File: config.mk
export PLATFORM = sky130hd
export DESIGN_NAME = issue_sched
export DESIGN_NICKNAME = d
export VERILOG_FILES = /design/src/rtl/issue_sched.sv
export SDC_FILE = /design/constraint.sdc
export NUM_CORES = 1
export LEC_CHECK = 0
export ABC_AREA = 1
export BUFFER_PORTS_ARGS = -buffer_cell sky130_fd_sc_hd__buf_2
export CAP_MARGIN = 20
export CORE_UTILIZATION = 45
export CTS_BUF_LIST = sky130_fd_sc_hd__clkbuf_8
export CTS_CLUSTER_DIAMETER = 80
export DETAILED_ROUTE_END_ITERATION = 6
export PLACE_DENSITY = 0.71
export SLEW_MARGIN = 25
export SYNTH_ARGS = -nofsm -noshare
export SYNTH_HDL_FRONTEND = slang
export SYNTH_SLANG_ARGS = --single-unit
File: constraint.sdc
create_clock -name clk1 -period 3.35 [get_ports clk1]
set_clock_uncertainty 0.1 [all_clocks]
set_input_delay 0.67 -clock clk1 [delete_from_list [all_inputs] [get_ports clk1]]
set_output_delay 0.67 -clock clk1 [all_outputs]
set_load 0.1 [all_outputs]
File: src/rtl/issue_sched.sv
// Tomasulo issue-stage scheduler: ROB head/tail and completion tracking, per-class RS occupancy, in-order retire.
// Optional stall statistics (stall_rob / stall_rs) are built when ISSUE_SCHED_STATS_EN is defined.
module issue_sched #(
    parameter int ROB_DEPTH = 8,
    parameter int PTR_W     = 3,
    parameter int RS_SLOTS  = 3
) (
    input  logic             clk1,
    input  logic             rst_n,
    input  logic             iss_valid,
    input  logic [3:0]       iss_func,
    input  logic [3:0]       iss_rd,
    output logic             iss_grant,
    output logic [PTR_W-1:0] iss_tag,
    output logic             iss_illegal,
    input  logic             rs_rel_add,
    input  logic             rs_rel_mul,
    input  logic             rs_rel_bch,
    input  logic             cdb_valid,
    input  logic [PTR_W-1:0] cdb_tag,
    input  logic             commit_ready,
    output logic             commit_valid,
    output logic [PTR_W-1:0] commit_tag,
    output logic [3:0]       commit_rd,
    input  logic             flush,
    output logic [PTR_W:0]   rob_count,
    output logic             rob_full,
    output logic             rob_empty,
    output logic [1:0]       add_cnt,
    output logic [1:0]       mul_cnt,
    output logic [1:0]       bch_cnt
`ifdef ISSUE_SCHED_STATS_EN
    ,
    output logic [15:0]      stall_rob,
    output logic [15:0]      stall_rs
`endif
);

    typedef enum logic [1:0] {
        CLS_ADD  = 2'd0,
        CLS_MUL  = 2'd1,
        CLS_BCH  = 2'd2,
        CLS_NONE = 2'd3
    } iss_cls_e;

    localparam logic [PTR_W:0] PTR_ONE   = (PTR_W+1)'(1);
    localparam logic [PTR_W:0] DEPTH_CNT = (PTR_W+1)'(ROB_DEPTH);
    localparam logic [1:0]     SLOTS_MAX = 2'(RS_SLOTS);

    logic [PTR_W:0]   r_head;
    logic [PTR_W:0]   r_tail;
    logic             r_done   [ROB_DEPTH];
    logic [3:0]       r_func   [ROB_DEPTH];
    logic [3:0]       r_rd     [ROB_DEPTH];
    logic [1:0]       r_rs_cnt [3];

    logic [PTR_W-1:0] w_head_idx;
    logic [PTR_W-1:0] w_tail_idx;
    logic [PTR_W-1:0] w_cdb_off;
    logic [PTR_W:0]   w_count;
    logic             w_full;
    logic             w_empty;
    logic             w_legal;
    logic             w_cdb_hit;
    logic             w_commit;
    iss_cls_e         w_cls;
    logic [1:0]       w_cls_cnt;
    logic [2:0]       w_alloc;
    logic [2:0]       w_rel;
    logic [2:0]       w_dec;
    logic [1:0]       w_rs_cnt_nxt [3];
    logic             w_unused_func;

    assign w_head_idx = r_head[PTR_W-1:0];
    assign w_tail_idx = r_tail[PTR_W-1:0];
    assign w_count    = r_tail - r_head;
    assign w_full     = (w_count == DEPTH_CNT);
    assign w_empty    = (w_count == '0);

    // NOTE: every always_comb output gets a default before any branch so no path leaves it unassigned (no latch).
    always_comb begin
        w_cls     = CLS_NONE;
        w_cls_cnt = SLOTS_MAX;
        case (iss_func)
            4'h0, 4'h1: w_cls = CLS_ADD;
            4'h2, 4'h3: w_cls = CLS_MUL;
            4'h4, 4'h5: w_cls = CLS_BCH;
            default:    w_cls = CLS_NONE;
        endcase
        case (w_cls)
            CLS_ADD: w_cls_cnt = r_rs_cnt[0];
            CLS_MUL: w_cls_cnt = r_rs_cnt[1];
            CLS_BCH: w_cls_cnt = r_rs_cnt[2];
            default: w_cls_cnt = SLOTS_MAX;
        endcase
    end

    assign w_legal     = (w_cls != CLS_NONE);
    assign iss_grant   = iss_valid & w_legal & ~w_full & (w_cls_cnt < SLOTS_MAX) & ~flush;
    assign iss_tag     = w_tail_idx;
    assign iss_illegal = iss_valid & ~w_legal;

    // A CDB tag counts only if its distance from head falls inside the occupied window.
    assign w_cdb_off = cdb_tag - w_head_idx;
    assign w_cdb_hit = cdb_valid & ({1'b0, w_cdb_off} < w_count);

    assign commit_valid = r_done[w_head_idx] & ~w_empty & ~flush;
    assign w_commit     = commit_valid & commit_ready;
    assign commit_tag   = w_head_idx;
    assign commit_rd    = r_rd[w_head_idx];
    // func travels with the entry for downstream consumers; nothing in this block reads it.
    assign w_unused_func = ^r_func[w_head_idx];

    assign rob_count = w_count;
    assign rob_full  = w_full;
    assign rob_empty = w_empty;

    assign w_rel = {rs_rel_bch, rs_rel_mul, rs_rel_add};

    always_comb begin
        w_alloc = '0;
        if (iss_grant) begin
            case (w_cls)
                CLS_ADD: w_alloc[0] = 1'b1;
                CLS_MUL: w_alloc[1] = 1'b1;
                CLS_BCH: w_alloc[2] = 1'b1;
                default: w_alloc = '0;
            endcase
        end
    end

    // Releases on an empty class are dropped; a paired grant and release cancel out.
    always_comb begin
        for (int i = 0; i < 3; i++) begin
            w_dec[i]        = w_rel[i] & (r_rs_cnt[i] != 2'd0);
            w_rs_cnt_nxt[i] = r_rs_cnt[i];
            if (w_alloc[i] && !w_dec[i]) begin
                w_rs_cnt_nxt[i] = r_rs_cnt[i] + 2'd1;
            end else if (!w_alloc[i] && w_dec[i]) begin
                w_rs_cnt_nxt[i] = r_rs_cnt[i] - 2'd1;
            end
        end
    end

    // NOTE: state uses non-blocking assignments; where commit and grant both touch r_done, the later write wins.
    // NOTE: the ROB payload must read back as zero after reset, so it sits in async-reset flops, not a RAM.
    always_ff @(posedge clk1 or negedge rst_n) begin
        if (!rst_n) begin
            r_head <= '0;
            r_tail <= '0;
            for (int i = 0; i < ROB_DEPTH; i++) begin
                r_done[i] <= 1'b0;
                r_func[i] <= '0;
                r_rd[i]   <= '0;
            end
        end else if (flush) begin
            r_tail <= r_head;
            for (int i = 0; i < ROB_DEPTH; i++) begin
                r_done[i] <= 1'b0;
            end
        end else begin
            if (w_cdb_hit) begin
                r_done[cdb_tag] <= 1'b1;
            end
            if (w_commit) begin
                r_head             <= r_head + PTR_ONE;
                r_done[w_head_idx] <= 1'b0;
            end
            if (iss_grant) begin
                r_tail             <= r_tail + PTR_ONE;
                r_func[w_tail_idx] <= iss_func;
                r_rd[w_tail_idx]   <= iss_rd;
                r_done[w_tail_idx] <= 1'b0;
            end
        end
    end

    always_ff @(posedge clk1 or negedge rst_n) begin
        if (!rst_n) begin
            for (int i = 0; i < 3; i++) begin
                r_rs_cnt[i] <= '0;
            end
        end else if (flush) begin
            for (int i = 0; i < 3; i++) begin
                r_rs_cnt[i] <= '0;
            end
        end else begin
            for (int i = 0; i < 3; i++) begin
                r_rs_cnt[i] <= w_rs_cnt_nxt[i];
            end
        end
    end

    assign add_cnt = r_rs_cnt[0];
    assign mul_cnt = r_rs_cnt[1];
    assign bch_cnt = r_rs_cnt[2];

`ifdef ISSUE_SCHED_STATS_EN
    logic [15:0] r_stall_rob;
    logic [15:0] r_stall_rs;
    logic        w_stall_rob;
    logic        w_stall_rs;

    // A ROB-full stall takes precedence; the RS stall is counted only when the ROB had room.
    assign w_stall_rob = iss_valid & w_legal & w_full & ~flush;
    assign w_stall_rs  = iss_valid & w_legal & ~w_full & (w_cls_cnt == SLOTS_MAX) & ~flush;

    always_ff @(posedge clk1 or negedge rst_n) begin
        if (!rst_n) begin
            r_stall_rob <= '0;
            r_stall_rs  <= '0;
        end else begin
            if (w_stall_rob && (r_stall_rob != 16'hFFFF)) begin
                r_stall_rob <= r_stall_rob + 16'd1;
            end
            if (w_stall_rs && (r_stall_rs != 16'hFFFF)) begin
                r_stall_rs <= r_stall_rs + 16'd1;
            end
        end
    end

    assign stall_rob = r_stall_rob;
    assign stall_rs  = r_stall_rs;
`endif

endmodule

==> results.sh, run 1 <==
export IMPL_vias=2995
export IMPL_tightest_slew_ns=0.5062
export IMPL_initial_core_util=0.4696
export IMPL_dp_hpwl_mm=5.588
export IMPL_fmax_ghz=0.3103
export IMPL_ctsLongestPathBuffers=2
export IMPL_path_cells="inv_1 > ha_1 > fa_1 > xor2_2 > nand4_1 > and2_1 > buf_2"
export IMPL_yosysSeqAreaShare=0.4189
export IMPL_grt_pass1_wl_mm=13.52
export IMPL_drive_gt1_frac=0.1505
export IMPL_yosys_warnings=0
export IMPL_ys_flop_type="dfrtp_1"
export IMPL_end_kind="output port"
export IMPL_drt_first_pass_iters=4
export IMPL_period_share=0.9620
export IMPL_crit_fanout=8
export IMPL_synth_area_leaders="dfrtp_1, nand2_1, o21ai_0"
export IMPL_antenna_found_initial=0
export IMPL_routed_wl_mm=7.728
export IMPL_cts_sinks=54
export IMPL_die_w_um=86.67
export IMPL_crit_arrival_ns=2.45
export IMPL_finalHoldViolCount=0
export IMPL_cts_htree_levels=2
export IMPL_syn_area_um2=3226
export IMPL_antenna_cells=0
export IMPL_synth_edff_count=0
export IMPL_grt_util_all_layers=0.2303
export IMPL_multi_input_area_um2=1615
export IMPL_first_global_vias=2879
export IMPL_fillerInstances=674
export IMPL_io_buffers=43
export IMPL_cts_buffers=5
export IMPL_syn_num_nets=472
export IMPL_cts_tree="done"
export IMPL_drv_slew=0
export IMPL_io_pins=45
export IMPL_clk_latency_ns=0.31
export IMPL_dieArea_um2=7511
export IMPL_die_h_um=86.67
export IMPL_yosysUniqueCellTypes=33
export IMPL_syn2layout_area_growth_pct=14.43
export IMPL_final_antenna_net_count=0
export IMPL_core_region_area_um2=6869
export IMPL_drtIter0Drc=194
export IMPL_cts_setup_buffers=0
export IMPL_slowest_delay_ns=0.49
export IMPL_cts_clk_slew_worst_paths_ns=0.11
export IMPL_rsz0062_at_grt="false"
export IMPL_synth_seq_cells=54
export IMPL_gp_congestion=0.9074
export IMPL_syn_inst=442
export IMPL_register_area_um2=1354
export IMPL_slew_headroom=0.6648
export IMPL_status="finished, final reports clean"
export IMPL_cp_slowest_cell="dfrtp_2"
export IMPL_critPathKind="flop to output port"
export IMPL_post_route_min_period_ns=3.223
export IMPL_cp_start_kind="flop"
export IMPL_grt_max_degree=40
export IMPL_avgSynthCellArea_um2=7.298
export IMPL_required_ns=2.58
export IMPL_final_nets=514
export IMPL_grt_overflow=0
export IMPL_wire_per_inst_um=13.30
export IMPL_yosysTopAreaCellShare=0.4189
export IMPL_route_detailed_drc=0
export IMPL_hold_class="primary input to asynchronous set/reset pin"
export IMPL_rows=30
export IMPL_yosysTopAreaCell="dfrtp_1"
export IMPL_via_per_inst=5.155
export IMPL_cts_root_buf="clkbuf_8"
export IMPL_finalSetupTns_ns=0
export IMPL_synthArstFlopShare=1.000
export IMPL_final_setup_viol_count=0
export IMPL_maxCapViolCount=0
cells by family (layout without fill, tap and decap cells):
family                     after synthesis  in the layout  synth area share
adders and majority gates               10             10           0.04345
buffers and inverters                   65            108           0.08495
AOI/OAI and AO/OA                       80             80            0.1327
and+or+nand+nor                        228            228            0.3064
xor gates and xnor gates                 5              5           0.01358
DFF                                     54             54            0.4189
layout make-up:
cell class	instances	area share
multi-input combinational	323	0.4376
sequential	54	0.3668
timing repair buffer	51	0.08678
inverter	49	0.04983
tap	96	0.03254
clock buffer	5	0.01864
clock inverter	3	0.007797
worst paths after layout:
| kind | slack, ns | endpoint | cells past startpoint | from |
|---|---|---|---|---|
| max reg2reg | 0.46 | r_done[2]$_DFF_PN0_ | 16 | r_head[0]$_DFFE_PN0P_ |
| min in group clk1 | 0.39 | r_rd[19]$_DFFE_PN0P_ | 2 | r_rd[19]$_DFFE_PN0P_ |
| max | 0.13 | commit_valid | 7 | r_tail[0]$_DFFE_PN0P_ |
| max in group asynchronous | 2.15 | r_tail[0]$_DFFE_PN0P_ | 2 | rst_n |
| min | 0.15 | add_cnt[0]$_DFFE_PN0P_ | 1 | rst_n |
| min reg2reg | 0.39 | r_rd[19]$_DFFE_PN0P_ | 2 | r_rd[19]$_DFFE_PN0P_ |
sequential cells by signal, summed over array words and instances (netlist names):
name     flops
bch_cnt      2
r_done       8
mul_cnt      2
r_head       4
r_rd        32
add_cnt      2
r_tail       4
placed cells by master, fill, tap and decap left out, types with 2 or more instances in the layout:
| cell type | netlist | layout |
|---|---|---|
| a21oi_1 | 17 | 17 |
| buf_12 | 0 | 3 |
| buf_2 | 3 | 40 |
| buf_4 | 7 | 8 |
| clkbuf_8 | 0 | 5 |
| dfrtp_1 | 54 | 52 |
| dfrtp_2 | 0 | 2 |
| fa_1 | 2 | 2 |
| ha_1 | 8 | 8 |
| inv_1 | 48 | 48 |
| nand2_1 | 110 | 109 |
| nand2_2 | 1 | 2 |
| nand3_1 | 28 | 28 |
| nand4_1 | 7 | 7 |
| nand4_2 | 3 | 3 |
| nor2_1 | 58 | 58 |
| nor2_2 | 2 | 2 |
| nor3_1 | 14 | 13 |
| o2111ai_1 | 3 | 3 |
| o211ai_1 | 2 | 2 |
| o21ai_0 | 52 | 52 |
| xor2_1 | 4 | 3 |
synthesized netlist by cell type (all sizes together), types with 2 or more instances:
| library cell | instances |
|---|---|
| nor2 | 61 |
| clkbuf | 6 |
| ha | 8 |
| nand2 | 111 |
| nand3 | 28 |
| fa | 2 |
| o21ai | 53 |
| buf | 10 |
| nand4 | 10 |
| nor3 | 15 |
| dfrtp | 54 |
| o2111ai | 3 |
| a21oi | 17 |
| o211ai | 2 |
| xor2 | 4 |
| inv | 49 |
metrics by stage:
stage | hold slack [ns] | std cells | area [µm²] | utilization | worst slack, ns
finish | 0.1524 | 581 | 3691 | 0.5373 | 0.1272
global route | 0.1684 | 581 | 3691 | 0.5373 | 0.009212
CTS | 0.1628 | 581 | 3682 | 0.5361 | 0.07940
detailed placement | 0.3684 | 573 | 3585 | 0.5219 | 0.2113
global placement | 0.3614 | 573 | 3585 | 0.5219 | 0.3100
floorplan | 0.2744 | 442 | 3234 | - | 0.009517
metal layers:
metal  vias up  global-route usage  share of wire
li1       1518                   -              -
met1      1389              0.3230           0.48
met2        82              0.3709           0.47
met3         6             0.03143          0.044
met4         0             0.07121          0.011
met5         -                   0              0
worst max-delay path: cells and delay by family (launching register included):
family	cells	cell delay, ns
xor+xnor	1	0.21
fa+ha+maj	2	0.64
buf+inv	2	0.52
flops	1	0.49
simple gates	2	0.29
repair_timing:
action                                  in CTS  in global routing
endpoints found under the setup margin       0                  3
hold buffers                                 0                  0
resized for setup                            0                  2
Power of run 1 is not shown: default switching activity piles up to over one toggle a cycle in this logic, so the estimate is an artifact.
==> run 2: changes to the inputs <==
--- a/config.mk
+++ b/config.mk
@@ -12,6 +12,7 @@
 export CTS_BUF_LIST = sky130_fd_sc_hd__clkbuf_8
 export CTS_CLUSTER_DIAMETER = 80
 export DETAILED_ROUTE_END_ITERATION = 6
+export MAX_ROUTING_LAYER = met4
 export PLACE_DENSITY = 0.71
 export SLEW_MARGIN = 25
 export SYNTH_ARGS = -nofsm -noshare
==> results.sh, run 2 (same netlist as run 1, synthesis figures left out) <==
export IMPL_status="finished, final reports clean"
export IMPL_route_detailed_drc=0
export IMPL_path_cells="inv_1 > ha_1 > fa_1 > xor2_2 > nand4_1 > and2_1 > buf_2"
export IMPL_final_antenna_net_count=0
export IMPL_r2r_end="r_done[2]$_DFF_PN0_"
export IMPL_rows=30
export IMPL_finalSetupTns_ns=0
export IMPL_dp_cells=573
export IMPL_cts_hold_buf=0
export IMPL_die_w_um=86.67
export IMPL_grt_max_degree=40
export IMPL_cts_buffers=5
export IMPL_routed_wl_mm=7.763
export IMPL_via_per_inst=5.189
export IMPL_cp_slowest_cell="dfrtp_2"
export IMPL_core_region_area_um2=6869
export IMPL_clk_latency_ns=0.31
export IMPL_reg_largest_list="r_rd: 32 flops, r_done: 8 flops"
export IMPL_required_ns=2.58
export IMPL_cp_start_kind="flop"
export IMPL_rsz0062_at_grt="false"
export IMPL_dieArea_um2=7511
export IMPL_place_area_um2=3585
export IMPL_antenna_cells=0
export IMPL_initial_core_util=0.4696
export IMPL_cts_root_buf="clkbuf_8"
export IMPL_maxCapViolCount=0
export IMPL_drive_gt1_frac=0.1505
export IMPL_finalInstanceArea_um2=3691
export IMPL_hold_class="primary input to asynchronous set/reset pin"
export IMPL_gp_congestion=0.9230
export IMPL_fillerInstances=674
export IMPL_antenna_found_initial=0
export IMPL_critPathKind="flop to output port"
export IMPL_r2r_cells=16
export IMPL_period_share=0.9623
export IMPL_fmax_ghz=0.3102
export IMPL_top_register="r_rd"
export IMPL_slowest_delay_ns=0.49
export IMPL_crit_end="commit_valid"
export IMPL_crit_arrival_ns=2.45
export IMPL_first_global_vias=2858
export IMPL_final_nets=514
export IMPL_cts_htree_levels=2
export IMPL_post_route_min_period_ns=3.224
export IMPL_r2r_start="r_head[0]$_DFFE_PN0P_"
export IMPL_crit_fanout=8
export IMPL_end_kind="output port"
export IMPL_vias=3015
export IMPL_grt_overflow=0
export IMPL_io_pins=45
export IMPL_wire_per_inst_um=13.36
export IMPL_cts_setup_buffers=0
export IMPL_finalHoldViolCount=0
export IMPL_drt_first_pass_iters=5
export IMPL_drv_slew=0
export IMPL_final_setup_viol_count=0
export IMPL_cts_clk_slew_worst_paths_ns=0.11
export IMPL_syn2layout_area_growth_pct=14.43
export IMPL_cts_sinks=54
export IMPL_final_cell_mix="nand2_1, nor2_1, o21ai_0, dfrtp_1, inv_1"
export IMPL_io_buffers=43
export IMPL_grt_pass1_wl_mm=13.53
export IMPL_slew_headroom=0.6655
export IMPL_cts_resized=0
export IMPL_grt_util_all_layers=0.2374
export IMPL_die_h_um=86.67
export IMPL_crit_path_start="r_tail[0]$_DFFE_PN0P_"
export IMPL_drtIter0Drc=214
export IMPL_ctsLongestPathBuffers=2
export IMPL_cts_tree="done"
export IMPL_fin_cells=581
export IMPL_holdWs_ns=0.1515
export IMPL_largest_reg_flops=32
export IMPL_rrSetupSlack_ns=0.45
export IMPL_dp_hpwl_mm=5.588
export IMPL_tightest_slew_ns=0.5052
export IMPL_final_common_cell="nand2_1"
run 2: critical path: cells and delay by family (launching register included):
family / cells / cell delay, ns
flip-flops: 1 / 0.49
buffers and inverters: 2 / 0.52
AND/OR/NAND/NOR: 2 / 0.29
adder cells (fa/ha/maj): 2 / 0.64
XOR/XNOR: 1 / 0.21
run 2: worst min path at each step:
stage                    startpoint                endpoint  slack, ns
2_1_floorplan                 rst_n  add_cnt[0]$_DFFE_PN0P_       0.27
3_3_place_gp   r_rd[15]$_DFFE_PN0P_    r_rd[15]$_DFFE_PN0P_       0.36
3_5_place_dp    r_rd[7]$_DFFE_PN0P_     r_rd[7]$_DFFE_PN0P_       0.37
4_1_cts                       rst_n  add_cnt[0]$_DFFE_PN0P_       0.16
5_1_grt                       rst_n  add_cnt[0]$_DFFE_PN0P_       0.17
6_report                      rst_n  add_cnt[0]$_DFFE_PN0P_       0.15
run 2: layout make-up:
| cell class | instances | area (µm²) | area share |
|---|---|---|---|
| repair buffers | 51 | 320.3 | 0.08678 |
| inverters | 49 | 183.9 | 0.04983 |
| clock buffers | 5 | 68.82 | 0.01864 |
| well taps | 96 | 120.1 | 0.03254 |
| clock inverters | 3 | 28.78 | 0.007797 |
| multi-input cells | 323 | 1615 | 0.4376 |
| flip-flops and latches | 54 | 1354 | 0.3668 |
run 2: stage by stage:
step           setup WS, ns  utilization
2_1_floorplan      0.009517            -
3_3_place_gp         0.3100       0.5219
3_5_place_dp         0.2113       0.5219
4_1_cts             0.07940       0.5361
5_1_grt            0.009208       0.5373
6_report             0.1263       0.5373
run 2: layer usage:
layer  wire [µm]  GRT usage  vias to the layer above  share of wire
li1            -          -                     1518              -
met1        3578     0.3248                     1385           0.46
met2        3596     0.3694                      102           0.46
met3         492    0.03143                       10          0.063
met4          96    0.07121                        0          0.012
met5           0          -                        -              0
Power of run 2 is left out for the same reason.
